File: src/rtl/overlay_ctrl.sv
// overlay_ctrl
//   Sequencer for one overlay job. It streams a program into the PE array,
//   feeds PE_NUM operand words into the input SIPO, and waits a programmed
//   number of compute cycles. It then pulses the output PISO load and counts
//   the serial result words coming back. Only one job is in flight at a time.
//
// Ports
//   clk, rst        clock; synchronous active-high reset
//   start           begin a job (sampled only in IDLE)
//   cfg_inst_num    instructions to stream this job (latched at start)
//   cfg_comp_cyc    compute wait after the last operand (latched at start)
//   busy, done      host handshake: busy for the whole job, done pulses on
//                   the last result word
//   inst_s_*        host instruction stream (valid/ready)
//   data_s_*        host operand stream (valid/ready)
//   inst_in_v/inst_in         registered instruction towards the overlay
//   din_overlay_v/din_overlay registered operand towards the overlay
//   load            PISO parallel-load strobe
//   dout_overlay_v  serial result valid from the overlay
//
// Handshake: a word moves when valid and ready are both high in the same
// cycle. Ready depends only on the registered state, so a valid never
// feeds combinationally into a ready. A valid held while ready is low
// stays pending until ready rises.
module overlay_ctrl #(
  parameter int PE_NUM     = 8,
  parameter int DATA_WIDTH = 16,
  parameter int INST_WIDTH = 64,
  parameter int CNT_W      = 16
) (
  input  logic                    clk,
  input  logic                    rst,
  input  logic                    start,
  input  logic [7:0]              cfg_inst_num,
  input  logic [CNT_W-1:0]        cfg_comp_cyc,
  output logic                    busy,
  output logic                    done,
  input  logic                    inst_s_valid,
  input  logic [INST_WIDTH-1:0]   inst_s_data,
  output logic                    inst_s_ready,
  input  logic                    data_s_valid,
  input  logic [DATA_WIDTH*2-1:0] data_s_data,
  output logic                    data_s_ready,
  output logic                    inst_in_v,
  output logic [INST_WIDTH-1:0]   inst_in,
  output logic                    din_overlay_v,
  output logic [DATA_WIDTH*2-1:0] din_overlay,
  output logic                    load,
  input  logic                    dout_overlay_v
);

  localparam int PW = $clog2(PE_NUM + 1);
  localparam logic [PW-1:0] PE_LAST = PW'(PE_NUM - 1);

  typedef enum logic [2:0] {
    S_IDLE,
    S_INST,
    S_DATA,
    S_COMP,
    S_LOAD,
    S_DRAIN
  } state_t;

  state_t state, state_nxt;

  logic [7:0]       inst_num_q;
  logic [7:0]       inst_cnt;
  logic [CNT_W-1:0] comp_cyc_q;
  logic [CNT_W-1:0] comp_cnt;
  logic [PW-1:0]    data_cnt;
  logic [PW-1:0]    drain_cnt;

  logic inst_xfer;
  logic data_xfer;
  logic job_start;

  assign inst_xfer = inst_s_valid & inst_s_ready;
  assign data_xfer = data_s_valid & data_s_ready;
  assign job_start = (state == S_IDLE) & start;

  // State register
  always_ff @(posedge clk) begin
    if (rst) begin
      state <= S_IDLE;
    end else begin
      state <= state_nxt;
    end
  end

  // Next state and state-decoded outputs
  always_comb begin
    state_nxt    = state;
    busy         = (state != S_IDLE);
    done         = 1'b0;
    inst_s_ready = 1'b0;
    data_s_ready = 1'b0;
    load         = 1'b0;
    case (state)
      S_IDLE: begin
        if (start) begin
          state_nxt = (cfg_inst_num != 8'd0) ? S_INST : S_DATA;
        end
      end
      S_INST: begin
        inst_s_ready = 1'b1;
        if (inst_s_valid && (inst_cnt == inst_num_q - 8'd1)) begin
          state_nxt = S_DATA;
        end
      end
      S_DATA: begin
        data_s_ready = 1'b1;
        if (data_s_valid && (data_cnt == PE_LAST)) begin
          state_nxt = S_COMP;
        end
      end
      S_COMP: begin
        // comp_cnt starts at 0 on entry, so cfg_comp_cyc=N spends N+1 cycles here
        if (comp_cnt == comp_cyc_q) begin
          state_nxt = S_LOAD;
        end
      end
      S_LOAD: begin
        load      = 1'b1;
        state_nxt = S_DRAIN;
      end
      S_DRAIN: begin
        // done follows the last result valid in the same cycle
        if (dout_overlay_v && (drain_cnt == PE_LAST)) begin
          done      = 1'b1;
          state_nxt = S_IDLE;
        end
      end
      default: state_nxt = S_IDLE;
    endcase
  end

  // Configuration, counters and registered overlay-side data
  always_ff @(posedge clk) begin
    if (rst) begin
      inst_num_q    <= '0;
      comp_cyc_q    <= '0;
      inst_cnt      <= '0;
      comp_cnt      <= '0;
      data_cnt      <= '0;
      drain_cnt     <= '0;
      inst_in_v     <= 1'b0;
      inst_in       <= '0;
      din_overlay_v <= 1'b0;
      din_overlay   <= '0;
    end else begin
      inst_in_v     <= inst_xfer;
      din_overlay_v <= data_xfer;
      // Data outputs hold their last value when no transfer happens
      if (inst_xfer) begin
        inst_in <= inst_s_data;
      end
      if (data_xfer) begin
        din_overlay <= data_s_data;
      end

      if (job_start) begin
        inst_num_q <= cfg_inst_num;
        comp_cyc_q <= cfg_comp_cyc;
        inst_cnt   <= '0;
        comp_cnt   <= '0;
        data_cnt   <= '0;
        drain_cnt  <= '0;
      end else begin
        if (inst_xfer) begin
          inst_cnt <= inst_cnt + 8'd1;
        end
        if (data_xfer) begin
          data_cnt <= data_cnt + 1'b1;
        end
        if (state == S_COMP) begin
          comp_cnt <= comp_cnt + 1'b1;
        end
        // Result valids outside DRAIN are ignored
        if ((state == S_DRAIN) && dout_overlay_v) begin
          drain_cnt <= drain_cnt + 1'b1;
        end
      end
    end
  end

endmodule

File: config.mk
export PLATFORM = sky130hd
export DESIGN_NAME = overlay_ctrl
export DESIGN_NICKNAME = d
export VERILOG_FILES = /design/src/rtl/overlay_ctrl.sv
export SDC_FILE = /design/constraint.sdc
export NUM_CORES = 1
export LEC_CHECK = 0
export CAP_MARGIN = 10
export CELL_PAD_IN_SITES_DETAIL_PLACEMENT = 0
export CELL_PAD_IN_SITES_GLOBAL_PLACEMENT = 1
export CORE_AREA = 2 2 160 162
export CTS_CLUSTER_SIZE = 12
export DETAILED_ROUTE_END_ITERATION = 10
export DIE_AREA = 0 0 162 164
export PLACE_DENSITY = 0.73
export SLEW_MARGIN = 30
export SYNTH_ARGS = -nofsm -noshare
export SYNTH_HDL_FRONTEND = slang
export SYNTH_SLANG_ARGS = --single-unit
File: constraint.sdc
create_clock -name clk -period 6.1 [get_ports clk]
set_input_delay 0.61 -clock clk [delete_from_list [all_inputs] [get_ports clk]]
set_output_delay 0.61 -clock clk [all_outputs]
set_load 0.01 [all_outputs]
[Word-level counts from Yosys, hierarchy flattened]
Index checks and enable logic that the tools add are counted.
Operators by class
  $add $sub $neg: 5
  equal/unequal tests: 14
  mux-type cells: 12
  bitwise gates (word level): 3
  reduce and logical (&&, ||, !) cells: 9
Operators by type and width (number)
  $pmux W3 S6: 1
  $add A16 B1 Y16 const B: 1
  $eq A16 B16 Y1: 1
  $mux W3: 5
  $ne A2 B2 Y1 const B: 5
  $add A4 B1 Y4 const B: 2
  $add A8 B1 Y8 const B: 1
  $eq A4 B3 Y1 const B: 2
  $eq A8 B8 Y1: 1
  $reduce_bool A8 Y1: 1
  $sub A8 B1 Y8 const B: 1
  $eq A3 B2 Y1 const B: 2
  $eq A3 B3 Y1 const B: 2
  $mux W1: 5
  $reduce_and A5 Y1: 1
  $logic_and A1 B1 Y1: 4
  $and A1 B1 Y1: 3
  $eq A3 B1 Y1 const B: 1
  $logic_not A3 Y1: 1
  $reduce_bool A3 Y1: 1
  $mux W2: 1
  $reduce_or A2 Y1: 1
Word-level totals
  register bits after elaboration: 157
  input port bits: 126
  output and inout bits: 103
  word-level logic and storage cells: 54

[Logic depth before layout (Yosys ltp)]
  depth after elaboration: 5
  depth in mapped cells: 8

[Worst setup path before layout]
No wires, ideal clock.
  kind: register to register
  start point: register inst_num_q[0]
  end point: register state[1]
  data arrival time: 2.282 ns
  required time: 5.977 ns
  slack: 3.694 ns
  stages on the path, launching flop included: 9
  buffers on the path: 0
  clock period less this slack: 2.406 ns
  cell sequence: dfxtp_1 > inv_1 > ha_1 > nand2b_1 > o211a_1 > o31a_1 > or4_4 > a211oi_2 > mux2_1
On the way
  longest elaborated chain between the ends: 5
RTL lines
  start: declaration: RTL line 66  | logic [7:0] inst_num_q;
  start signal: assignment: RTL line 162  | inst_num_q <= cfg_inst_num;
  $sub A8 B1 Y8: RTL line 106  | if (inst_s_valid && (inst_cnt == inst_num_q - 8'd1)) begin
  $eq A8 B8 Y1: RTL line 106
  $logic_and A1 B1 Y1: RTL line 106
  $ne A2 B2 Y1 (no line)
  $reduce_and A5 Y1 (no line)
  end signal: assignment: RTL line 86  | state <= state_nxt;
  end: declaration: RTL line 64  | state_t state, state_nxt;
No other way between the ends.
A chain may end at the register's enable or synchronous reset.

[Worst setup path in the final report]
  start point: register state[0]
  end point: register inst_cnt[7]
On the way
  longest elaborated chain between the ends: 3
  elaborated cells between the ends (all ways): 6
  classes of those cells: eq/ne: 1; mux: 1; bitwise: 2; reduce/logical: 2
RTL lines
  $eq A3 B1 Y1 or $logic_not A3 Y1 (tied branches): RTL line 98, 79
  $mux W1 or $and A1 B1 Y1 (tied branches): RTL line 98, 79
  $and A1 B1 Y1 or $reduce_or A2 Y1 (tied branches)
  end signal: assignment: RTL line 170  | inst_cnt <= inst_cnt + 8'd1;
  end: declaration: RTL line 67  | logic [7:0] inst_cnt;
Parallel ways exist; a longest one is shown, timed or not.

==> reports/summary.txt <==
Outcome: completed
Worst reg-to-reg path cell count: 6
Initial DRC count: 269
Fin Clk Skew: 9.700 ps
DRT Pass-1 Iters: 6
Share of cells above drive strength 1: 0.04485
Via density per instance: 4.268
Routed vias: 5,600
Mean Syn Cell Area: 7.983 um^2
Worst-Skew Late Latency: 420 ps
Final period util: 0.4551
Reg2reg start: state[0]$_SDFFE_PP0P_
Detailed Route WL: 17.99 mm
First-pass GRT wire length: 28.13 mm
Synth top area cells: dfxtp_1 (51%), nand2_1 (16%), a21oi_1 (11%)
Rows: 58
Critical Path RT: 6440 ps
IO buf count: 228
Slowest cell on crit path: buf_4
Final Hold Fails: 0
Slew Viols, Final: 0
Clock Tree Buf Depth: 2
Grt ovf: 0
CTS Buf Count: 17
Layout Nets: 1,100
Top FF cell, synth: dfxtp_1
CTS Hold Buffers Added: 0
Synth top area share: 0.5140
Initial antenna violation count: 1
Synth area leader: dfxtp_1
Placer Congestion: 0.7136
Worst path max stage delay: 570 ps
Setup Crit Path Kind: register to register
Max_cap viols: 0
All-Layer GR Usage: 0.1333
Most instantiated cells after synthesis: nand2_1 (263), dfxtp_1 (157), a21oi_1 (130)
Hpwl dp: 12.39 mm
Min-delay worst type: register to register
Crit path arrival time: 3110 ps
Worst-Margin Slew: 762.8 ps
Syn Std Cell Area: 6115 um^2
Placeable Area: 24,820 um^2
TritonCTS Sinks: 157
Clock Tree Root: clkbuf_16
Setup tns final: 0 ps
DRC Markers: 0
RSZ-0062 raised after global routing: no
Routed len/inst: 13.71 um
Final setup viols: 0
Most numerous cell in the Yosys netlist: nand2_1
CP max FO: 70
PwrDens: 303.9 nW/um^2
# IOs: 229
# Post-CTS Setup Buffers: 0
Yosys warns: 0
Vias in the first global route: 5,279
Sequential share of the synthesized area: 0.5140
RR Endpoint: inst_cnt[7]$_SDFFE_PP0P_
Clock transition at path regs: 60 ps
Tot Pwr: 0.002813 W
H-tree Lvls: 4
Worst setup EP type: register
Share of flip-flops with an asynchronous set or reset: 0
Routed Antenna Nets: 0
Highest Clock Rate: 360.2 MHz
Starting density of the core: 0.2464
Critical Path Start Type: register
Number of enable flip-flop cells after synthesis: 0
Post-synthesis register bit count: 157
Worst-case vdd ir drop: 136.2 uV
Largest net degree at the start of global routing: 71
Worst R2R Setup Slack: 3320 ps
CP Launch Point: state[0]$_SDFFE_PP0P_
Critical path capture point: inst_cnt[7]$_SDFFE_PP0P_
Gate Count Post-Synth: 766
Die Ht: 164 um
Die area: 26,570 um^2
Post-synth cell types: 38
Post-Syn Nets: 897
Tmin final: 2776 ps
Lkg Pwr: 3.180 nW
Worst path cell trace: nor3b_2 > and2_2 > buf_4 > nand4_1 > or3_1 > a21oi_1
Post-CTS Resized: 0
Area Overhead vs Synth: 51.38%
TritonCTS clock tree: done
Die Wd: 162 um
Slew margin rel.: 0.4915
-- worst min path at each step --
stage	to	cells after the start	startpoint
finish	inst_in[1]$_SDFFE_PP0P_	2	inst_in[1]$_SDFFE_PP0P_
global route	inst_in[38]$_SDFFE_PP0P_	2	inst_in[38]$_SDFFE_PP0P_
CTS	inst_in[63]$_SDFFE_PP0P_	2	inst_in[63]$_SDFFE_PP0P_
detailed placement	inst_in[63]$_SDFFE_PP0P_	2	inst_in[63]$_SDFFE_PP0P_
global placement	din_overlay[13]$_SDFFE_PP0P_	2	din_overlay[13]$_SDFFE_PP0P_
floorplan	comp_cyc_q[0]$_SDFFE_PP0P_	2	comp_cyc_q[0]$_SDFFE_PP0P_
-- through the flow --
stage / area [um^2] / utilization / hold slack [ps] / cells / worst slack [ps]
after global routing: 9254 / 0.3729 / 470.8 / 1311 / 3048
after CTS: 9254 / 0.3729 / 455.3 / 1311 / 3314
final: 9256 / 0.3730 / 451.6 / 1312 / 3324
after floorplan: 6115 / - / 449.6 / 766 / 3694
after detailed placement: 8668 / 0.3493 / 446.0 / 1280 / 3253
after global placement: 8668 / 0.3493 / 440.8 / 1280 / 3261
-- worst max-delay path, delay by kind of cell (launching register included) --
kind	cells	cell delay [ps]
AOI/OAI and AO/OA	1	130
and+or+nand+nor	4	1440
buffers and inverters	1	570
DFF	1	500
-- power breakdown --
part           total [W]  switching, W  internal [W]
clock network    0.00107      0.000462      0.000613
logic           0.000575      0.000290      0.000284
registers        0.00116     0.0000568       0.00111
-- placed cells by master, fill, tap and decap left out, types with 2 or more instances in the layout --
cell               n
o21ai_0            3
inv_6              4
xor2_1            21
mux2i_1            2
nor3_1             2
bufinv_16          2
clkinvlp_4         4
a211o_1            2
clkbuf_16         17
nand4_1           14
and3_1             4
nor4_1             4
nor2_1            40
nand2_1          262
ha_1               5
nor3b_1            2
a21oi_1          130
inv_8              2
nor2b_1            2
or3_1              4
inv_1              3
clkdlybuf4s50_1  227
and4b_1            3
nand2b_1           4
buf_4              7
and2_2             2
dfxtp_1          157
and2_1             2
nand3_1            4
xnor2_1           30
-- kinds of logic (layout without fill, tap and decap cells) --
| kind of cell | count (synthesis) | after routing | share of synthesized area |
|---|---|---|---|
| AO/OA/AOI/OAI | 141 | 141 | 0.1207 |
| XOR/XNOR | 51 | 51 | 0.07305 |
| adder cells (fa/ha/maj) | 5 | 5 | 0.01023 |
| buffers and inverters | 53 | 268 | 0.03274 |
| flip-flops | 157 | 157 | 0.5140 |
| multiplexers | 3 | 3 | 0.005116 |
| other | 0 | 1 | 0 |
| AND/OR/NAND/NOR | 356 | 356 | 0.2441 |
-- layout make-up --
| class | count | area, um^2 |
|---|---|---|
| diodes | 1 | 2.502 |
| repair buffers | 234 | 2325 |
| well taps | 330 | 412.9 |
| inverters | 3 | 11.26 |
| multi-input cells | 556 | 2776 |
| flip-flops and latches | 157 | 3143 |
| clock buffers | 18 | 429.2 |
| fillers | 2608 | 15560 |
| clock inverters | 13 | 156.4 |
-- registers in the layout (all words and copies together), names as in the netlist --
name	cells
din_overlay	32
inst_num_q	8
comp_cnt	16
inst_in_v	1
comp_cyc_q	16
din_overlay_v	1
data_cnt	4
drain_cnt	4
state	3
inst_cnt	8
inst_in	64
-- metal layers --
layer  GRT usage  vias up  part of all wire  wire length, um
li1            -     2913                 -                -
met1      0.1672     2545              0.46             8193
met2      0.2130      126              0.46             8358
met3     0.04722       16             0.063             1134
met4     0.04545        0             0.017              301
met5           0        -                 0                0
(Power assumes the default switching activity.)
